### src/rtl/mem_access_unit_pkg.sv
// mem_access_unit_pkg
//   Shared constants, size codes, FSM state encoding, the latched request
//   struct and small helpers used by the load/store access controller.
package mem_access_unit_pkg;

  localparam int RAMAddrBus = 32;
  localparam int RAMDataBus = 32;
  localparam logic [RAMDataBus-1:0] ZeroWord = '0;
  localparam logic WriteEnable = 1'b1;
  localparam logic ResetEnable = 1'b1;

  // byte lanes per RAM word
  localparam int NUM_LANES = 4;

  localparam logic [1:0] SizeByte = 2'b00;
  localparam logic [1:0] SizeHalf = 2'b01;
  localparam logic [1:0] SizeWord = 2'b10;

  typedef enum logic [1:0] {
    ST_IDLE   = 2'd0,
    ST_ACC_LO = 2'd1,
    ST_ACC_HI = 2'd2,
    ST_RESP   = 2'd3
  } mau_state_e;

  // request fields held for the whole access (address kept separately,
  // its width is a module parameter)
  typedef struct packed {
    logic                  we;
    logic [1:0]            size;
    logic                  uns;
    logic [RAMDataBus-1:0] wdata;
  } mau_req_t;

  // size code 11 behaves as a word
  function automatic logic [2:0] size_nbytes(input logic [1:0] size);
    case (size)
      SizeByte: return 3'd1;
      SizeHalf: return 3'd2;
      default:  return 3'd4;
    endcase
  endfunction

  // bytes above the access size are already zero in the assembly register,
  // so only the sign fill has to be produced here
  function automatic logic [RAMDataBus-1:0] load_extend(input logic [RAMDataBus-1:0] raw,
                                                        input logic [1:0] size,
                                                        input logic uns);
    case (size)
      SizeByte: return {{24{~uns & raw[7]}}, raw[7:0]};
      SizeHalf: return {{16{~uns & raw[15]}}, raw[15:0]};
      default:  return raw;
    endcase
  endfunction

endpackage

### src/rtl/mem_access_unit_lane_align.sv
// mem_lane_align
//   Combinational byte-lane steering for one RAM word access.
//   Ports:
//     off      - byte offset of the access inside its first word
//     nbytes   - access size in bytes (1, 2, 4)
//     half_hi  - 0: first (low) word of the access, 1: second (high) word
//     old_word - current RAM word (read data)
//     st_data  - store data, access byte 0 in lane 0
//     merged   - old_word with this half's store bytes substituted
//     ld_bytes - load bytes indexed by access byte number
//     ld_en    - which ld_bytes entries belong to this half
module mem_lane_align
  import mem_access_unit_pkg::*;
(
  input  logic [1:0]                 off,
  input  logic [2:0]                 nbytes,
  input  logic                       half_hi,
  input  logic [NUM_LANES-1:0][7:0]  old_word,
  input  logic [NUM_LANES-1:0][7:0]  st_data,
  output logic [NUM_LANES-1:0][7:0]  merged,
  output logic [NUM_LANES-1:0][7:0]  ld_bytes,
  output logic [NUM_LANES-1:0]       ld_en
);

  for (genvar l = 0; l < NUM_LANES; l++) begin : g_lane
    // access byte number carried by RAM lane l. In the low half, lanes
    // below off wrap to 5..7, which is never < nbytes, so they stay clear.
    logic [2:0] k;
    logic       en;
    assign k      = half_hi ? (3'(l) + 3'd4 - {1'b0, off}) : (3'(l) - {1'b0, off});
    assign en     = (k < nbytes);
    assign merged[l] = en ? st_data[k[1:0]] : old_word[l];
  end

  for (genvar j = 0; j < NUM_LANES; j++) begin : g_byte
    // absolute lane of access byte j; bit 2 says which word it lives in
    logic [2:0] ln;
    assign ln          = {1'b0, off} + 3'(j);
    assign ld_en[j]    = (3'(j) < nbytes) && (ln[2] == half_hi);
    assign ld_bytes[j] = old_word[ln[1:0]];
  end

endmodule

### src/rtl/mem_access_unit.sv
// mem_access_unit
//   Load/store controller between the mem stage and data_ram. One request
//   at a time; any alignment; word-crossing accesses take two RAM cycles.
//   Stores are read-merge-write on a combinational-read RAM.
//   Ports:
//     i_Clk, i_reset          - clock, synchronous active-high reset
//     i_req_*/o_req_ready     - request handshake and fields
//     o_rsp_valid/rdata/split - one-cycle completion pulse with load data
//     o_ram_*/i_ram_r_data    - word-aligned data_ram port
module mem_access_unit
  import mem_access_unit_pkg::*;
#(
  parameter int ADDR_W = 32,
  parameter int DATA_W = 32
) (
  input  logic              i_Clk,
  input  logic              i_reset,
  input  logic              i_req_valid,
  output logic              o_req_ready,
  input  logic              i_req_we,
  input  logic [1:0]        i_req_size,
  input  logic              i_req_unsigned,
  input  logic [ADDR_W-1:0] i_req_addr,
  input  logic [DATA_W-1:0] i_req_wdata,
  output logic              o_rsp_valid,
  output logic [DATA_W-1:0] o_rsp_rdata,
  output logic              o_rsp_split,
  output logic              o_ram_we,
  output logic [ADDR_W-1:0] o_ram_w_addr,
  output logic [DATA_W-1:0] o_ram_w_data,
  output logic [ADDR_W-1:0] o_ram_r_addr,
  input  logic [DATA_W-1:0] i_ram_r_data
);

  mau_state_e state_q, state_d;
  mau_req_t   req_q;
  logic [ADDR_W-1:0] addr_q;
  logic [NUM_LANES-1:0][7:0] asm_q;

  logic accept, capture;

  // derived access geometry
  logic [1:0] off;
  logic [2:0] nbytes;
  logic       split;
  logic [ADDR_W-1:0] word_addr, hi_addr, acc_addr;

  assign off       = addr_q[1:0];
  assign nbytes    = size_nbytes(req_q.size);
  assign split     = ({1'b0, off} + nbytes) > 3'd4;
  assign word_addr = {addr_q[ADDR_W-1:2], 2'b00};
  assign hi_addr   = word_addr + ADDR_W'(4);   // wraps at the top of memory
  assign acc_addr  = (state_q == ST_ACC_HI) ? hi_addr : word_addr;

  logic [NUM_LANES-1:0][7:0] old_word, st_data, merged, ld_bytes;
  logic [NUM_LANES-1:0]      ld_en;

  assign old_word = i_ram_r_data;
  assign st_data  = req_q.wdata;

  mem_lane_align u_align (
    .off      (off),
    .nbytes   (nbytes),
    .half_hi  (state_q == ST_ACC_HI),
    .old_word (old_word),
    .st_data  (st_data),
    .merged   (merged),
    .ld_bytes (ld_bytes),
    .ld_en    (ld_en)
  );

  always_ff @(posedge i_Clk) begin
    if (i_reset == ResetEnable) state_q <= ST_IDLE;
    else                        state_q <= state_d;
  end

  // Outputs are forced to zero while reset is high so that a reset landing
  // in an access cycle cannot leak a write to the RAM.
  always_comb begin
    state_d      = state_q;
    accept       = 1'b0;
    capture      = 1'b0;
    o_req_ready  = 1'b0;
    o_rsp_valid  = 1'b0;
    o_rsp_split  = 1'b0;
    o_rsp_rdata  = '0;
    o_ram_we     = 1'b0;
    o_ram_w_addr = '0;
    o_ram_r_addr = '0;
    o_ram_w_data = '0;
    if (i_reset != ResetEnable) begin
      case (state_q)
        ST_IDLE: begin
          o_req_ready = 1'b1;
          if (i_req_valid) begin
            accept  = 1'b1;
            state_d = ST_ACC_LO;
          end
        end
        ST_ACC_LO, ST_ACC_HI: begin
          o_ram_r_addr = acc_addr;
          o_ram_w_addr = acc_addr;
          if (req_q.we) begin
            o_ram_we     = WriteEnable;
            o_ram_w_data = merged;
          end else begin
            capture = 1'b1;
          end
          state_d = (state_q == ST_ACC_LO && split) ? ST_ACC_HI : ST_RESP;
        end
        ST_RESP: begin
          o_rsp_valid = 1'b1;
          o_rsp_split = split;
          o_rsp_rdata = req_q.we ? ZeroWord : load_extend(asm_q, req_q.size, req_q.uns);
          state_d     = ST_IDLE;
        end
        default: state_d = ST_IDLE;
      endcase
    end
  end

  always_ff @(posedge i_Clk) begin
    if (i_reset == ResetEnable) begin
      req_q  <= '0;
      addr_q <= '0;
      asm_q  <= '0;
    end else begin
      if (accept) begin
        req_q  <= '{we: i_req_we, size: i_req_size, uns: i_req_unsigned, wdata: i_req_wdata};
        addr_q <= i_req_addr;
        asm_q  <= '0;   // unused upper bytes must read as zero
      end
      if (capture) begin
        for (int j = 0; j < NUM_LANES; j++)
          if (ld_en[j]) asm_q[j] <= ld_bytes[j];
      end
    end
  end

endmodule
### config.mk
export PLATFORM = sky130hd
export DESIGN_NAME = mem_access_unit
export DESIGN_NICKNAME = d
export VERILOG_FILES = /design/src/rtl/mem_access_unit_pkg.sv /design/src/rtl/mem_access_unit_lane_align.sv /design/src/rtl/mem_access_unit.sv
export SDC_FILE = /design/constraint.sdc
export NUM_CORES = 1
export LEC_CHECK = 0
export CAP_MARGIN = 15
export CORE_MARGIN = 4
export CORE_UTILIZATION = 50
export CTS_BUF_LIST = sky130_fd_sc_hd__clkbuf_8 sky130_fd_sc_hd__clkbuf_16
export DETAILED_ROUTE_END_ITERATION = 7
export PLACE_DENSITY = 0.85
export SLEW_MARGIN = 20
export SYNTH_ARGS = -nofsm -noshare
export SYNTH_HDL_FRONTEND = slang
export SYNTH_SLANG_ARGS = --single-unit
### constraint.sdc
create_clock -name i_Clk -period 7.1 [get_ports i_Clk]
set_clock_uncertainty 0.1 [all_clocks]
set_input_delay 1.065 -clock i_Clk [delete_from_list [all_inputs] [get_ports i_Clk]]
set_output_delay 1.065 -clock i_Clk [all_outputs]
set_load 0.01 [all_outputs]
* Word-level counts from Yosys, hierarchy flattened
Index checks and enable logic that the tools add are counted.
** Word-level totals
- Logic and storage cells :: 119
- Register bits after elaboration :: 102
- Output and inout port bits :: 132
** Cells by class
- Multiplexer cells :: 59
- Equal/unequal tests :: 8
- Reduce and logical (&&, ||, !) cells :: 8
- Magnitude comparators :: 17
- Add/subtract/negate cells :: 13
- Bitwise gates (word level) :: 4
** Operators by type and width (count)
- 32-bit 2-to-1 mux :: 11
- 8-bit binary-select mux with 2-bit select :: 8
- 8-bit 2-to-1 mux :: 16
- 32-bit case mux with 2 select lines :: 1
- 32-bit by 3-bit adder with 32-bit output (second input constant) :: 1
- 2-bit by 3-bit less-than comparator with 1-bit output (second input constant) :: 8
- 1-bit 2-to-1 mux :: 16
- 3-bit less-than comparator :: 4
- 3-bit 2-to-1 mux :: 4
- 3-bit by 2-bit subtractor with 3-bit output (first input constant) :: 4
- 2-bit by 2-bit adder with 3-bit output (second input constant) :: 2
- 1-bit by 3-bit less-than comparator with 1-bit output (first input constant) :: 2
- 2-bit by 3-bit less-than comparator with 1-bit output (first input constant) :: 2
- 2-bit case mux with 3 select lines :: 1
- 3-bit case mux with 2 select lines :: 1
- 1-bit by 2-bit subtractor with 3-bit output (first input constant) :: 2
- 2-bit by 2-bit subtractor with 3-bit output (first input constant) :: 2
- 1-bit logical AND :: 5
- 2-bit by 1-bit equality test with 1-bit output (second input constant) :: 2
- 2-bit equality test (second input constant) :: 2
- 2-bit zero test :: 2
- 2-bit by 1-bit adder with 3-bit output (second input constant) :: 1
- 2-bit by 3-bit adder with 3-bit output :: 1
- 1-bit equality test :: 3
- 6 further kinds :: 8

* Longest topological paths before layout
Gate-level depths: netlist of the first run.
- Depth after elaboration :: 8
- Mapped depth :: 10
- Mapped depth without buffers :: 9

* Cells and area by module
A second synthesis of the first run with hierarchy kept.
** Second synthesis, totals
- Cell total of the unflattened synthesis :: 899
- Area total of the unflattened synthesis :: 7771.2 um^2
** By module, submodules not included
- mem_access_unit :: instances 1, cells an instance 754, area each 5580.4 um^2
- mem_lane_align :: instances 1, cells an instance 145, area each 2190.9 um^2

* Worst setup path before layout of the first run
Ideal clock, no wire load.
- Kind :: flip-flop to output port
- Start :: register addr_q[1]
- End :: output port o_ram_w_data[16]
- Path slack :: 3.245 ns
- Buffers on the path :: 4
- Arrival time :: 2.690 ns
- Cell stages (with the launch flop) :: 10
- Cell sequence :: dfxtp_1 buf_4 buf_2 clkinv_1 clkbuf_1 ha_1 buf_2 maj3_1 o22ai_2 mux2i_1
** On the way
- Word-level cells in the longest chain between the ends :: 8
- Elaborated cells on any way between the ends :: 10
- Classes of those cells :: add/sub (2); order compare (1); mux (7)
** RTL lines
- start: declaration :: line mem_access_unit.sv:37 : logic [ADDR_W-1:0] addr_q;
- start signal: assignment :: line mem_access_unit.sv:130 : addr_q <= i_req_addr;
- 3-bit by 2-bit subtractor with 3-bit output / 2-bit by 2-bit subtractor with 3-bit output (equally long branches) :: line mem_access_unit_lane_align.sv:30 : assign k = half_hi ? (3'(l) + 3'd4 - {1'b0, off}) : (3'(l) - {1'b0, off});
- 3-bit 2-to-1 mux (*) :: line mem_access_unit_lane_align.sv:30
- 8-bit binary-select mux with 2-bit select :: line mem_access_unit_lane_align.sv:32 : assign merged[l] = en ? st_data[k[1:0]] : old_word[l];
- 8-bit 2-to-1 mux (implied by the code) :: line mem_access_unit_lane_align.sv:32
- 8-bit 2-to-1 mux (*) :: line mem_access_unit_lane_align.sv:32
- 32-bit 2-to-1 mux (*) :: line mem_access_unit.sv:103 : if (req_q.we) begin
- 32-bit 2-to-1 mux (*) :: line mem_access_unit.sv:92 : case (state_q)
- 32-bit 2-to-1 mux (*) :: line mem_access_unit.sv:91 : if (i_reset != ResetEnable) begin
- end: declaration :: line mem_access_unit.sv:30 : output logic [DATA_W-1:0] o_ram_w_data,
Every way passes the cells marked *; elsewhere a longest branch is shown, timed or not. The select of a mux whose other input is x is not followed.

* Final worst setup path of the first run
- Start :: register addr_q[1]
- End :: output port o_ram_w_data[4]
** On the way
- Word-level cells in the longest chain between the ends :: 8
- Elaborated cells on any way between the ends :: 10
- Classes of those cells :: add/sub (2); order compare (1); mux (7)
** RTL lines (line)
- 3-bit by 2-bit subtractor with 3-bit output / 1-bit by 2-bit subtractor with 3-bit output (equally long branches) :: mem_access_unit_lane_align.sv:30
- 3-bit 2-to-1 mux (*) :: mem_access_unit_lane_align.sv:30
- 8-bit binary-select mux with 2-bit select :: mem_access_unit_lane_align.sv:32
- 8-bit 2-to-1 mux (implied by the code) :: mem_access_unit_lane_align.sv:32
- 8-bit 2-to-1 mux (*) :: mem_access_unit_lane_align.sv:32
- 32-bit 2-to-1 mux (*) :: mem_access_unit.sv:103
- 32-bit 2-to-1 mux (*) :: mem_access_unit.sv:92
- 32-bit 2-to-1 mux (*) :: mem_access_unit.sv:91
Marked as above.

==> metrics, run 1 <==
outcome=completed; drt wl/cell=between 15 and 20 um; ys async rst share=0%; DRT Pass-1 Iters=5; power per cell area=186 nW/um^2; FMAX=roughly 180 MHz; Worst EP arrival=4.50 ns; vias in the first global route=7313; Setup Crit Path Kind=flop to output pin; Placed Instance Area=between 9000 and 10000 sq um; Cell variety after synth=49; fin nets=1248; main area contributors after synthesis=dfxtp_1, mux4_2, nand2_1; final setup violation count=0; I/O Buffers=230; WHS=0.366 ns; worst hold path class=flop to flop; CP required=5.93 ns; hold_buf cts=0; Synth area leader=dfxtp_1; final setup margin=1.43 ns; RSZ-0062 raised after global routing=false; R2R Setup Slk=3.93 ns; Ant. Diodes=0; Post-Syn Area=approximately 7600 sq um; Synth top area share=26.8%; Mapped Avg Cell Area=between 7 and 8 sq um; most frequent cells in the layout=clkdlybuf4s50_1, nand2_1, dfxtp_1; Max-Slew Margin vs Limit=30.0%; Crit path largest cell delay=0.58 ns; TritonCTS buffer count=9; endpoints failing hold=0; CP max stage cell=clkdlybuf4s50_1; setup bufs post-CTS=0; Final period util=79.8%; gpl congestion=0.965; IO Count=~240; Resized Gates After CTS=0; first-pass GRT wire length=between 30000 and 40000 um; layout cells sized above 1=6.28%; Die H=131 um; Die Width=~130 um; Remaining Overflow, GRT=0; final instance area=9960 sq um; initial core utilization=51.6%; CTS max path bufs=2; commonest non-fill, non-tap cell in the layout=clkdlybuf4s50_1; Mapped Cells=approximately 980; Worst Setup Start Kind=flop; fillers=1247; worst slew pin tran=1.05 ns; worst path cell trace=buf_4 > clkinv_1 > ha_1 > buf_4 > ha_1 > nor2b_1 > o21ai_1 > nand3_1 > a21oi_1 > clkdlybuf4s50_1; largest net degree at the start of global routing=129; VDD IR max=0.163 mV; gr usage total=27.0%; worst-path fanout max=37; Synth-to-Final Area Change=30.8%; Post-synth EDFFs=0; vias per cell=between 5 and 6; initial DRC count=857; die area=17300 sq um; Min Clock Period, post-route=5.67 ns; Lkg Pwr=3.29 nW; Post-DP HPWL=approximately 18000 um; post-route ant nets=0; sequential area share after synthesis=26.8%; CTS tree=done; CTS sink count=102; DP Worst Slack=1.96 ns; Clock Tree Root=clkbuf_16; max cap viols=0; #FFs+latches synth=102; Post-route DRC=0; Site Rows=44; max-slew violation count=0; Worst-path clk slew=approximately 0.08 ns; Worst-Skew Late Latency=0.35 ns; Ys Warns=0; drt total wl=24600 um; setup TNS=0 ns; CP endpoint kind=output pin; via count=7843; initial antenna violation count=0; Synth Flop Type=dfxtp_1; core area=14800 sq um; htree depth=3
[Yosys cell counts, drive strengths merged (2+ instances only)]
cell and count:
nand2 170, dfxtp 102, a21oi 96, o21ai 89
nand2b 63, buf 61, mux2i 60, nand3 53
clkbuf 43, mux4 32, inv 30, nand4 26
ha 19, nor2 19, o31ai 18, or4 12
xnor2 12, and3 11, nor2b 9, nor3 8
xor2 8, and4 6, nor4 6, o21a 4
a31o 3, and2 3, or2b 3, clkinv 2
[logic make-up (layout without fill, tap and decap cells)]
| kind of cell | Yosys count | after routing | synth area share [%] |
|---|---|---|---|
| AOI/OAI and AO/OA | 215 | 215 | 15.2 |
| xor gates and xnor gates | 20 | 20 | 2.30 |
| adders and majority gates | 20 | 20 | 3.25 |
| buffers and inverters | 136 | 285 | 8.88 |
| DFF | 102 | 102 | 26.8 |
| muxes | 92 | 92 | 17.3 |
| other | 1 | 4 | 0.0492 |
| and+or+nand+nor | 393 | 393 | 26.1 |
[worst max-delay path: cells and delay by family (launching register included)]
family | cells | cell delay, ns
buffers and inverters | 4 | 1.97
AND/OR/NAND/NOR | 2 | 0.34
flip-flops | 1 | 0.31
adder cells (fa/ha/maj) | 2 | 0.80
AO/OA/AOI/OAI | 2 | 0.72
[through the flow]
step	util (%)	total power, mW	instances
6_report	67.5	1.86	1315
5_1_grt	67.5	1.94	1315
4_1_cts	67.3	1.84	1314
3_5_place_dp	65.4	1.36	1298
3_3_place_gp	65.4	1.34	1298
2_1_floorplan	-	1.14	982
[area by class of cell]
cell class	count	area, sq um	area share, %
clock inverters	7	56.3	0.565
well taps	184	230	2.31
inverters	32	120	1.21
repair buffers	237	2370	23.8
flip-flops and latches	102	2050	20.5
clock buffers	9	225	2.26
multi-input cells	744	4920	49.3
[worst paths after layout]
path,start,end,depth (start not counted)
worst max-delay path,addr_q[1],o_ram_w_data[4],10
worst min-delay path,asm_q[5],asm_q[5],2
worst max register to register,addr_q[1],asm_q[31],7
worst min register to register,asm_q[5],asm_q[5],2
[power breakdown]
| part | total [mW] | internal, mW | switching [mW] | leakage, nW |
|---|---|---|---|---|
| logic | 0.692 | 0.298 | 0.394 | 2.33 |
| registers | 0.676 | 0.626 | 0.0505 | 0.833 |
| clock network | 0.488 | 0.242 | 0.245 | 0.130 |
| total | 1.86 | 1.17 | 0.690 | 3.29 |
[per-layer routing]
| metal | routed length [um] | GRT usage, % | part of all wire, % |
|---|---|---|---|
| met1 | 10100 | 35.3 | 41 |
| met2 | 11900 | 44.6 | 48 |
| met3 | 2080 | 5.77 | 8.4 |
| met4 | 578 | 9.10 | 2.3 |
| met5 | 0 | 0 | 0 |
[sequential cells by signal, indices dropped and copies added, names as in the netlist]
name / count
addr_q: 32
asm_q: 32
req_q: 4
st_data: 32
state_q: 2
(Power assumes the default switching activity.)
==> inputs of run 2 (changes only) <==
CORE_UTILIZATION = 48   (was 50)
PLACE_DENSITY = 0.82   (was 0.85)
clock period = 5.55 ns   (was 7.1 ns; I/O delays follow)
==> run 2 against run 1 <==
- sequential power increased by 30%
- largest cell class unchanged
- largest power group is now sequential cells
- global-route usage decreased by 1.0 points
- critical endpoint is now o_ram_w_data[7]
- critical path type unchanged
- worst hold slack got worse by 0.0029 ns
- count of clock-buffer cells in the layout unchanged
==> metrics, run 2 (synthesized netlist as in run 1, its figures left out) <==
power per cell area=238 nW/um^2 (was 186 nW/um^2); CTS sink count=102 (unchanged); gr usage total=26.0% (was 27.0%); Die H=134 um (was 131 um); Post-DP HPWL=18300 um (was 18200 um); Die Width=134 um (was 131 um); largest net degree at the start of global routing=74 (was 129); most frequent cells in the layout=clkdlybuf4s50_1, nand2_1, dfxtp_1 (unchanged); core area=15400 sq um (was 14800 sq um); max-slew violation count=0 (unchanged); Min Clock Period, post-route=5.00 ns; Worst Setup Start Kind=flop (unchanged); met1 Use GR=34.6% (was 35.3%); final instance area=10000 sq um (was 9960 sq um); post-route ant nets=0 (unchanged); vias in the first global route=7191 (was 7313); CTS max path bufs=2 (unchanged); initial antenna violation count=1 (was 0); R2R Setup Slk=2.80 ns (was 3.93 ns); final setup violation count=0 (unchanged); Remaining Overflow, GRT=0 (unchanged); DP Worst Slack=1.02 ns (was 1.96 ns); vias per cell=5.74 (was 5.96); hold_buf cts=0 (unchanged); initial DRC count=796 (was 857); commonest non-fill, non-tap cell in the layout=clkdlybuf4s50_1 (unchanged); endpoints failing hold=0 (unchanged); initial core utilization=49.6% (was 51.6%); outcome=completed (unchanged); Setup Crit Path Kind=flop to output pin (unchanged); Worst-path clk slew=0.08 ns (about the same); Final period util=90.0%; htree depth=3 (unchanged); Clock Tree Root=clkbuf_16 (unchanged); Site Rows=45 (was 44); DRT Pass-1 Iters=5 (unchanged); fin nets=1248 (unchanged); gpl congestion=0.937 (was 0.965); Max-Slew Margin vs Limit=40.1% (was 30.0%); FMAX=~200 MHz; Synth-to-Final Area Change=31.2% (was 30.8%); met2 GRT Util=42.0% (was 44.6%); CP required=4.62 ns (was 5.93 ns); drt total wl=24200 um (was 24600 um); TritonCTS buffer count=9 (unchanged); setup bufs post-CTS=0 (unchanged); Post-route DRC=0 (unchanged); RSZ-0062 raised after global routing=false (unchanged); first-pass GRT wire length=37800 um (was 38400 um); final setup margin=0.554 ns (was 1.43 ns); VDD IR max=0.186 mV (was 0.163 mV); Lkg Pwr=3.28 nW (was 3.29 nW); I/O Buffers=230 (unchanged); Worst EP arrival=4.06 ns (was 4.50 ns); Overall Power=2.38 mW (was 1.86 mW); met3 Use GR=5.36% (was 5.77%); via count=7705 (was 7843); CP endpoint kind=output pin (unchanged); drt wl/cell=18.0 um (was 18.7 um); setup TNS=0 ns (unchanged); CTS tree=done (unchanged); fin util=65.1% (was 67.5%); die area=18000 sq um (was 17300 sq um); Resized Gates After CTS=0 (unchanged); worst hold path class=flop to flop (unchanged); max cap viols=0 (unchanged); Placed Instance Area=9690 sq um (was 9650 sq um); worst slew pin tran=0.898 ns (was 1.05 ns); IO Count=235 (unchanged); Worst-Skew Late Latency=0.35 ns (about the same); Most Used Layer, Global Route=met2 (unchanged); worst-path fanout max=31 (was 37); layout cells sized above 1=6.45% (was 6.28%)
-- run 2: cell count changes in the layout (fill, tap and decap cells not counted), sizes merged --
| cell | previous run | this run |
|---|---|---|
| diode | 0 | 1 |
| clkinvlp | 3 | 2 |
| inv | 32 | 33 |
-- run 2: worst paths after layout --
check / start / cells after the start / endpoint
max: addr_q[1] / 9 / o_ram_w_data[7]
min: asm_q[5] / 2 / asm_q[5]
max reg2reg: addr_q[0] / 6 / asm_q[12]
min reg2reg: asm_q[5] / 2 / asm_q[5]
-- run 2: layout make-up --
class                      instances  area, sq um
antenna                            1         2.50
clock buffer                       9          225
clock inverter                     7         68.8
fill                            1332         5370
inverter                          32          120
multi-input combinational        744         4920
sequential                       102         2050
tap                              211          264
timing repair buffer             237         2350
-- run 2: stage by stage --
stage,hold WS (ns),instances
2_1_floorplan,0.344,982
3_3_place_gp,0.352,1326
3_5_place_dp,0.356,1326
4_1_cts,0.366,1342
5_1_grt,0.388,1343
6_report,0.363,1343
-- run 2: worst max-delay path, cell delays in order (launching register included) --
cell,delay [ns]
dfxtp_1,0.35
clkinv_1,0.41
ha_1,0.56
buf_4,0.42
ha_1,0.31
nor2b_1,0.14
o21ai_1,0.58
nand3_1,0.16
a21oi_1,0.21
clkdlybuf4s50_1,0.57
-- run 2: metal layers --
layer	wire length, um	vias up
li1	-	3712
met1	10100	3581
met2	11200	358
met3	1980	54
met4	852	0
met5	0	-
-- run 2: where the power goes --
part	switching [mW]	leakage, nW	internal, mW
clock network	0.321	0.137	0.316
registers	0.0759	0.833	0.801
logic	0.489	2.31	0.377
total	0.886	3.28	1.49
